==> config.mk <==
export PLATFORM = sky130hd
export DESIGN_NAME = mu0_control_fsm
export DESIGN_NICKNAME = d
export VERILOG_FILES = /design/src/rtl/mu0_control_fsm_pkg.sv /design/src/rtl/mu0_control_fsm.sv
export SDC_FILE = /design/constraint.sdc
export NUM_CORES = 1
export LEC_CHECK = 0
export ABC_AREA = 1
export CAP_MARGIN = 20
export CORE_UTILIZATION = 38
export CTS_BUF_LIST = sky130_fd_sc_hd__clkbuf_8 sky130_fd_sc_hd__clkbuf_16
export CTS_CLUSTER_DIAMETER = 200
export DETAILED_ROUTE_END_ITERATION = 10
export GPL_TIMING_DRIVEN = 0
export PLACE_DENSITY = 0.78
export SETUP_SLACK_MARGIN = 0.3
export SLEW_MARGIN = 20
export SYNTH_ARGS = -nofsm -noshare
export SYNTH_HDL_FRONTEND = slang
export SYNTH_SLANG_ARGS = --single-unit
==> constraint.sdc <==
create_clock -name clk -period 1.5 [get_ports clk]
set_input_delay 0.225 -clock clk [delete_from_list [all_inputs] [get_ports clk]]
set_output_delay 0.225 -clock clk [all_outputs]
set_load 0.05 [all_outputs]
==> src/rtl/mu0_control_fsm_pkg.sv <==
// Shared MU0 definitions: opcodes, ALU function codes and the control state type.
// Latency: n/a (constants and types only).
// Backpressure: n/a.
package mu0_control_fsm_pkg;

   // Control sequencer states
   typedef enum logic [1:0] {
      ST_FETCH = 2'd0,
      ST_EXEC  = 2'd1,
      ST_HALT  = 2'd2
   } state_e;

   // Instruction opcodes, ir[15:12]; 8-15 are executed as NOPs
   localparam logic [3:0] OP_LDA = 4'h0;
   localparam logic [3:0] OP_STO = 4'h1;
   localparam logic [3:0] OP_ADD = 4'h2;
   localparam logic [3:0] OP_SUB = 4'h3;
   localparam logic [3:0] OP_JMP = 4'h4;
   localparam logic [3:0] OP_JGE = 4'h5;
   localparam logic [3:0] OP_JNE = 4'h6;
   localparam logic [3:0] OP_STP = 4'h7;

   // ALU function select driven on M
   localparam logic [1:0] M_PASSY = 2'b00;   // Z = Y
   localparam logic [1:0] M_ADD   = 2'b01;   // Z = X + Y
   localparam logic [1:0] M_INC   = 2'b10;   // Z = X + 1
   localparam logic [1:0] M_SUB   = 2'b11;   // Z = X - Y

   // True for opcodes that need a data-memory access in EXEC
   function automatic logic is_mem_op(input logic [3:0] op);
      return (op <= OP_SUB);
   endfunction

endpackage

==> src/rtl/mu0_control_fsm.sv <==
// MU0 control sequencer: FETCH/EXEC/HALT, drives datapath selects, enables and memory strobes.
// Latency: 2 cycles per instruction with mem_ack held high, +1 per memory wait cycle.
// Backpressure: strobes and address select held stable until mem_ack; enables fire only on the ack cycle.
module mu0_control_fsm
   import mu0_control_fsm_pkg::*;
(
   input  logic        clk,
   input  logic        reset,
   input  logic [15:0] ir,
   input  logic [15:0] acc,
   input  logic        mem_ack,
   output logic [1:0]  M,
   output logic        PCen,
   output logic        IRen,
   output logic        ACCen,
   output logic        Xsel,
   output logic        Ysel,
   output logic        Asel,
   output logic        mem_rd,
   output logic        mem_wr,
   output logic        halted,
   output logic [15:0] instr_cnt
);

   state_e      state_q, state_d;
   logic [15:0] instr_cnt_q, instr_cnt_d;
   logic [3:0]  opcode;
   logic        retire;
   logic        mem_op;
   logic        unused_ir;

   assign opcode    = ir[15:12];
   assign mem_op    = is_mem_op(opcode);
   // Operand field is consumed by the datapath, not by the sequencer
   assign unused_ir = ^ir[11:0];
   assign instr_cnt = instr_cnt_q;

   // State register and retired-instruction counter
   always_ff @(posedge clk) begin
      if (reset) begin
         state_q     <= ST_FETCH;
         instr_cnt_q <= 16'h0000;
      end else begin
         state_q     <= state_d;
         instr_cnt_q <= instr_cnt_d;
      end
   end

   // Next state and all control outputs; reset forces every output low
   always_comb begin
      state_d     = state_q;
      instr_cnt_d = instr_cnt_q;
      retire      = 1'b0;
      M           = M_PASSY;
      PCen        = 1'b0;
      IRen        = 1'b0;
      ACCen       = 1'b0;
      Xsel        = 1'b0;
      Ysel        = 1'b0;
      Asel        = 1'b0;
      mem_rd      = 1'b0;
      mem_wr      = 1'b0;
      halted      = 1'b0;

      case (state_q)
         ST_FETCH: begin
            // ir <= mem[pc], pc <= pc + 1, both on the ack cycle
            Asel   = 1'b0;
            mem_rd = 1'b1;
            Xsel   = 1'b0;
            M      = M_INC;
            Ysel   = 1'b1;
            IRen   = mem_ack;
            PCen   = mem_ack;
            if (mem_ack) begin
               state_d = ST_EXEC;
            end
         end

         ST_EXEC: begin
            if (mem_op) begin
               // Operand address comes from ir; wait here until memory acks
               Asel   = 1'b1;
               retire = mem_ack;
            end else begin
               retire = 1'b1;
            end
            case (opcode)
               OP_LDA: begin
                  mem_rd = 1'b1;
                  Ysel   = 1'b1;
                  M      = M_PASSY;
                  ACCen  = mem_ack;
               end
               OP_STO: begin
                  mem_wr = 1'b1;
                  Xsel   = 1'b1;
               end
               OP_ADD, OP_SUB: begin
                  mem_rd = 1'b1;
                  Xsel   = 1'b1;
                  Ysel   = 1'b1;
                  M      = (opcode == OP_ADD) ? M_ADD : M_SUB;
                  ACCen  = mem_ack;
               end
               OP_JMP: begin
                  Ysel = 1'b0;
                  M    = M_PASSY;
                  PCen = 1'b1;
               end
               OP_JGE: begin
                  Ysel = 1'b0;
                  M    = M_PASSY;
                  PCen = ~acc[15];
               end
               OP_JNE: begin
                  Ysel = 1'b0;
                  M    = M_PASSY;
                  PCen = (acc != 16'h0000);
               end
               default: begin
                  // STP and NOPs: no enables
               end
            endcase
            if (retire) begin
               instr_cnt_d = instr_cnt_q + 16'd1;
               state_d     = (opcode == OP_STP) ? ST_HALT : ST_FETCH;
            end
         end

         ST_HALT: begin
            halted = 1'b1;
         end

         default: begin
            state_d = ST_FETCH;
         end
      endcase

      if (reset) begin
         M      = 2'b00;
         PCen   = 1'b0;
         IRen   = 1'b0;
         ACCen  = 1'b0;
         Xsel   = 1'b0;
         Ysel   = 1'b0;
         Asel   = 1'b0;
         mem_rd = 1'b0;
         mem_wr = 1'b0;
         halted = 1'b0;
      end
   end

endmodule

# Yosys cells after proc, flatten, opt, wreduce, memory -nomap -nowiden
# Index checks and enable logic that the tools add are counted.
[totals]
reg_bits = 18
inputBits = 35
out_inout_bits = 27
word_cells = 57
[op_classes]
n_addsub = 1
magnitude_cmp = 1
eq_ne = 11
n_mux = 32
bitwise_logic = 2
reduce_logical = 8
[ops]
columns = ["cell", "count"]
rows = [
  ["1-bit 2-to-1 mux", 21],
  ["16-bit by 1-bit adder with 16-bit output (second input constant)", 1],
  ["4-bit by 3-bit equality test with 1-bit output (second input constant)", 4],
  ["16-bit nonzero test", 1],
  ["2-bit 2-to-1 mux", 6],
  ["4-bit by 2-bit equality test with 1-bit output (second input constant)", 2],
  ["2-bit case mux with 3 select lines", 1],
  ["3-bit OR reduction", 2],
  ["4-bit by 1-bit equality test with 1-bit output (second input constant)", 1],
  ["4-bit by 2-bit less-or-equal comparator with 1-bit output (second input constant)", 1],
  ["4-bit zero test", 1],
  ["2-bit != test (second input constant)", 2],
  ["1-bit case mux with 2 select lines", 2],
  ["2-bit case mux with 2 select lines", 1],
  ["1-bit case mux with 3 select lines", 1],
  ["3-bit AND reduction", 1],
  ["2-bit by 1-bit equality test with 1-bit output (second input constant)", 1],
  ["2-bit equality test (second input constant)", 1],
  ["2-bit zero test", 1],
  ["1-bit inverter", 2],
  ["2-bit AND reduction", 1],
  ["2-bit OR reduction", 1],
]

# Logic depth before layout (Yosys ltp)
[depth]
word_depth = 5
ltp_mapped = 9
depth_no_buf = 9

# Least setup slack after synthesis
# No wires, ideal clock.
[synth_timing]
kind = "flip-flop to output port"
start = "register state_q[0]"
end = "output port ACCen"
arrival_ns = 1.740
required_time_ns = 1.275
path_slack_ns = -0.465
stages_incl_launch_ff = 5
path_buffers = 0
path_cell_list = "dfxtp_1 > nand2_1 > inv_2 > nand3_1 > nor3_1"
[synth_via]
elab_chain_len = 3
[synth_rtl]
columns = ["element", "line_no", "text"]
rows = [
  ["from (decl)", "mu0_control_fsm.sv:25", "state_e state_q, state_d;"],
  ["from (signal assigned)", "mu0_control_fsm.sv:44", "state_q <= state_d;"],
  ["2-bit by 1-bit equality test with 1-bit output", "mu0_control_fsm.sv:65", "case (state_q)"],
  ["1-bit 2-to-1 mux", "mu0_control_fsm.sv:65", ""],
  ["1-bit 2-to-1 mux", "mu0_control_fsm.sv:140", "if (reset) begin"],
  ["to (decl)", "mu0_control_fsm.sv:15", "output logic ACCen,"],
]
# No other way between the ends.

# Worst setup path after layout
[layout_timing]
start = "register state_q[1]"
end = "output port PCen"
[layout_via]
elab_chain_len = 3
elab_cells_between_ends = 4
classes_between = "1 x eq/ne; 2 x mux; 1 x reduce/logical"
[layout_rtl]
columns = ["element", "line_no", "text"]
rows = [
  ["2-bit by 1-bit equality test with 1-bit output / 2-bit zero test (equally long branches)", "mu0_control_fsm.sv:65", ""],
  ["1-bit case mux with 2 select lines *", "mu0_control_fsm.sv:65", ""],
  ["1-bit 2-to-1 mux *", "mu0_control_fsm.sv:140", ""],
  ["to (decl)", "mu0_control_fsm.sv:13", "output logic PCen,"],
]
# Mark *: on every way between the ends. The rest lies on a longest branch, timed or not.

==> impl_metrics.ini <==
[run_status]
status = finished with violations
violations = design-rule violations, negative setup slack

[placed_design]
io_buffers = 49
placedCellCount = 267
dp_slack_ps = -935
place_hpwl_um = 2570
place.gp.congestion = 0.849

[detailed_routing]
wl_met2_um = 2250
drc = 3
top_layer = met4
dr.pass1.iters = 9
ant_nets = 0
wirelength_um = 4390
route.met3.wl_um = 315
vias_per_cell = 5.32
wl_met1_um = 1690
wl_per_cell_um = 15.2
vias = 1537
drt_iter0_markers = 109

[yosys]
synth_area_leaders = dfxtp_1 31%, nand2_1 17%, nor2_1 8.1%
ys_seq_area_share_pct = 31.0
syn_area_mm2 = 0.00116
syn_area_per_cell_um2 = 6.22
yosys_warnings = 0
mappedNetlistNets = 223
synth-seq-cells = 18
synth_top_area_share_pct = 31.0
synth_cells = 187
synth_top_cell_by_area = dfxtp_1
yosysUniqueCellTypes = 27

[timing]
relSlewSlack_pct = 73.9
skew_ps = 2.86
slew_viol_final = 0
clock.fmax_ghz = 0.635
hold_violations = 0
rsz0062_at_grt = yes
period_share_pct = 105
setup_viol = 4
period_needed_ps = 1580
max_slew.worst_pin.slew_ps = 390
final.setup.worst_slack_ps = -75.6

[cells_and_area]
final_cell_count_no_fill = 289
antennaDiodeCount = 0
drive_gt1_share_pct = 54.7
final_nets = 295
fin_util_pct = 81.6
layout-area-overhead-vs-synth_pct = 98.5

[pwr]
swShare_pct = 32.1
leakage_nw = 0.986
pwr-share-seq_pct = 40.1
p_sw_mw = 0.384
ir_worst_vdd_uv = 552
pwr_density_cell_mw_per_mm2 = 518
power_mw = 1.19
power_frac_comb_pct = 30.7
p_int_mw = 0.810
p_clk_share_pct = 29.2

[clock_network]
clock_tree.buffer_depth = 2
clkSinkCount = 18
numCtsBuffers = 3
cts_tree = done
root_buffer = clkbuf_8
path_clk_slew_ps = 70
worstSkewPairLatency_ps = 260
ctsHtreeMaxLevel = 1

[grt]
grt_pass1_vias = 1521
antenna_found_initial = 0
grt_use_total_pct = 26.5
grt_remaining_overflow = 0
grt_max_degree = 11
grt_first_pass_wirelength_um = 6690

[setup_path]
arrival_ps = 1350
worstPathRequired_ps = 1270
critPathKind = flop to primary output
end_kind = primary output
critPathLaunchType = flop
cp_max_fo = 5

[die]
core_region_area_mm2 = 0.00283
fp.dieH_um = 57.3
rows = 19
die_w_um = 57.3
num_io_pins = 62
die_area_mm2 = 0.00328
start_util_pct = 41.1

[min_path]
hp-class = primary input to flop

[flow_run]
maxCapViolCount = 0
==> repair_timing <==
item	CTS	global route
pin swaps	21	18
cloned	1	1
setup endpoints to repair	45	27
gates resized for setup	217	39
buffers inserted	7	9
hold buffers	0	0
==> synth_stat cells <==
cell and count:
clkinv_1 1, a21oi_1 16, nor3_4 1, xnor2_1 2
nor2_4 2, or2_2 1, nor2_1 25, nand3_1 11
nand2_2 3, inv_2 2, nand2_1 54, nand4_1 5
nor2_2 3, a211oi_1 1, and3_1 1, o21ai_0 5
buf_4 2, nand2_4 1, ha_1 1, nor4_1 3
o21bai_1 1, dfxtp_1 18, o21a_1 2, inv_1 20
nor3_1 4, nor3_2 1, clkbuf_1 1
==> worst max-delay path: stages, from the launching register on <==
cell	delay (ps)
dfxtp_2	320
inv_2	80
nand2_4	70
inv_6	70
nand2_1	70
a211oi_2	170
nand2_2	100
nand2_4	70
buf_8	140
==> flip-flops by register name, indices dropped and copies added, names as in the netlist <==
register / count
instr_cnt: 16
state_q: 2
==> cells by family (layout without fill, tap and decap cells) <==
| logic type | Yosys count | count (layout) | synth area share (%) |
|---|---|---|---|
| compound gates | 25 | 25 | 11.6 |
| xor+xnor | 2 | 2 | 1.51 |
| fa+ha+maj | 1 | 1 | 1.08 |
| buf+inv | 26 | 97 | 9.04 |
| flops | 18 | 18 | 31.0 |
| simple gates | 115 | 115 | 45.7 |
==> cells in the final DEF (no fill, tap or decap), types with 9 or more instances in the layout <==
cell,count
nand2_1,39
nor2_1,16
buf_2,15
inv_1,13
buf_6,13
dfxtp_4,12
nand2_4,11
nor2_4,11
a21oi_2,11
buf_4,9
==> path summary, 6_finish.rpt <==
| path | start | to | slack, ps | cells after the start |
|---|---|---|---|---|
| worst max register to register | state_q[1] | instr_cnt[6] | -10 | 11 |
| worst min register to register | instr_cnt[15] | instr_cnt[15] | 480 | 2 |
| worst max-delay path | state_q[1] | PCen | -80 | 8 |
| worst min-delay path | mem_ack | state_q[0] | 360 | 2 |
==> power groups by stage <==
stage / Combinational (mW) / Clock (mW) / Sequential, mW
floorplan: 0.134 / 0 / 0.504
global placement: 0.258 / 0 / 0.490
detailed placement: 0.261 / 0 / 0.490
CTS: 0.306 / 0.357 / 0.478
global route: 0.385 / 0.373 / 0.480
finish: 0.366 / 0.349 / 0.479
==> per-layer routing <==
| metal | up-vias | GRT usage (%) |
|---|---|---|
| met5 | - | 0 |
| met4 | 0 | 15.0 |
| met1 | 697 | 32.6 |
| li1 | 751 | - |
| met2 | 71 | 41.8 |
| met3 | 18 | 7.03 |
==> final cells by class <==
cell class	instances	area (µm²)
plain buffers	3	33.8
clock buffers	3	41.3
clock inverters	1	3.75
fillers	176	522
inverters	23	114
multi-input cells	143	1040
flip-flops and latches	18	412
well taps	31	38.8
repair buffers	66	616
repair inverters	1	8.76
==> metrics by stage <==
stage	instance area, µm²	TNS (ps)	hold slack [ps]
after floorplan	1370	0	328
after global placement	1900	-10430	479
after detailed placement	1900	-10810	483
after CTS	2080	-96.5	362
after global routing	2310	-571	369
final	2310	-143	359
(Power assumes the default switching activity.)
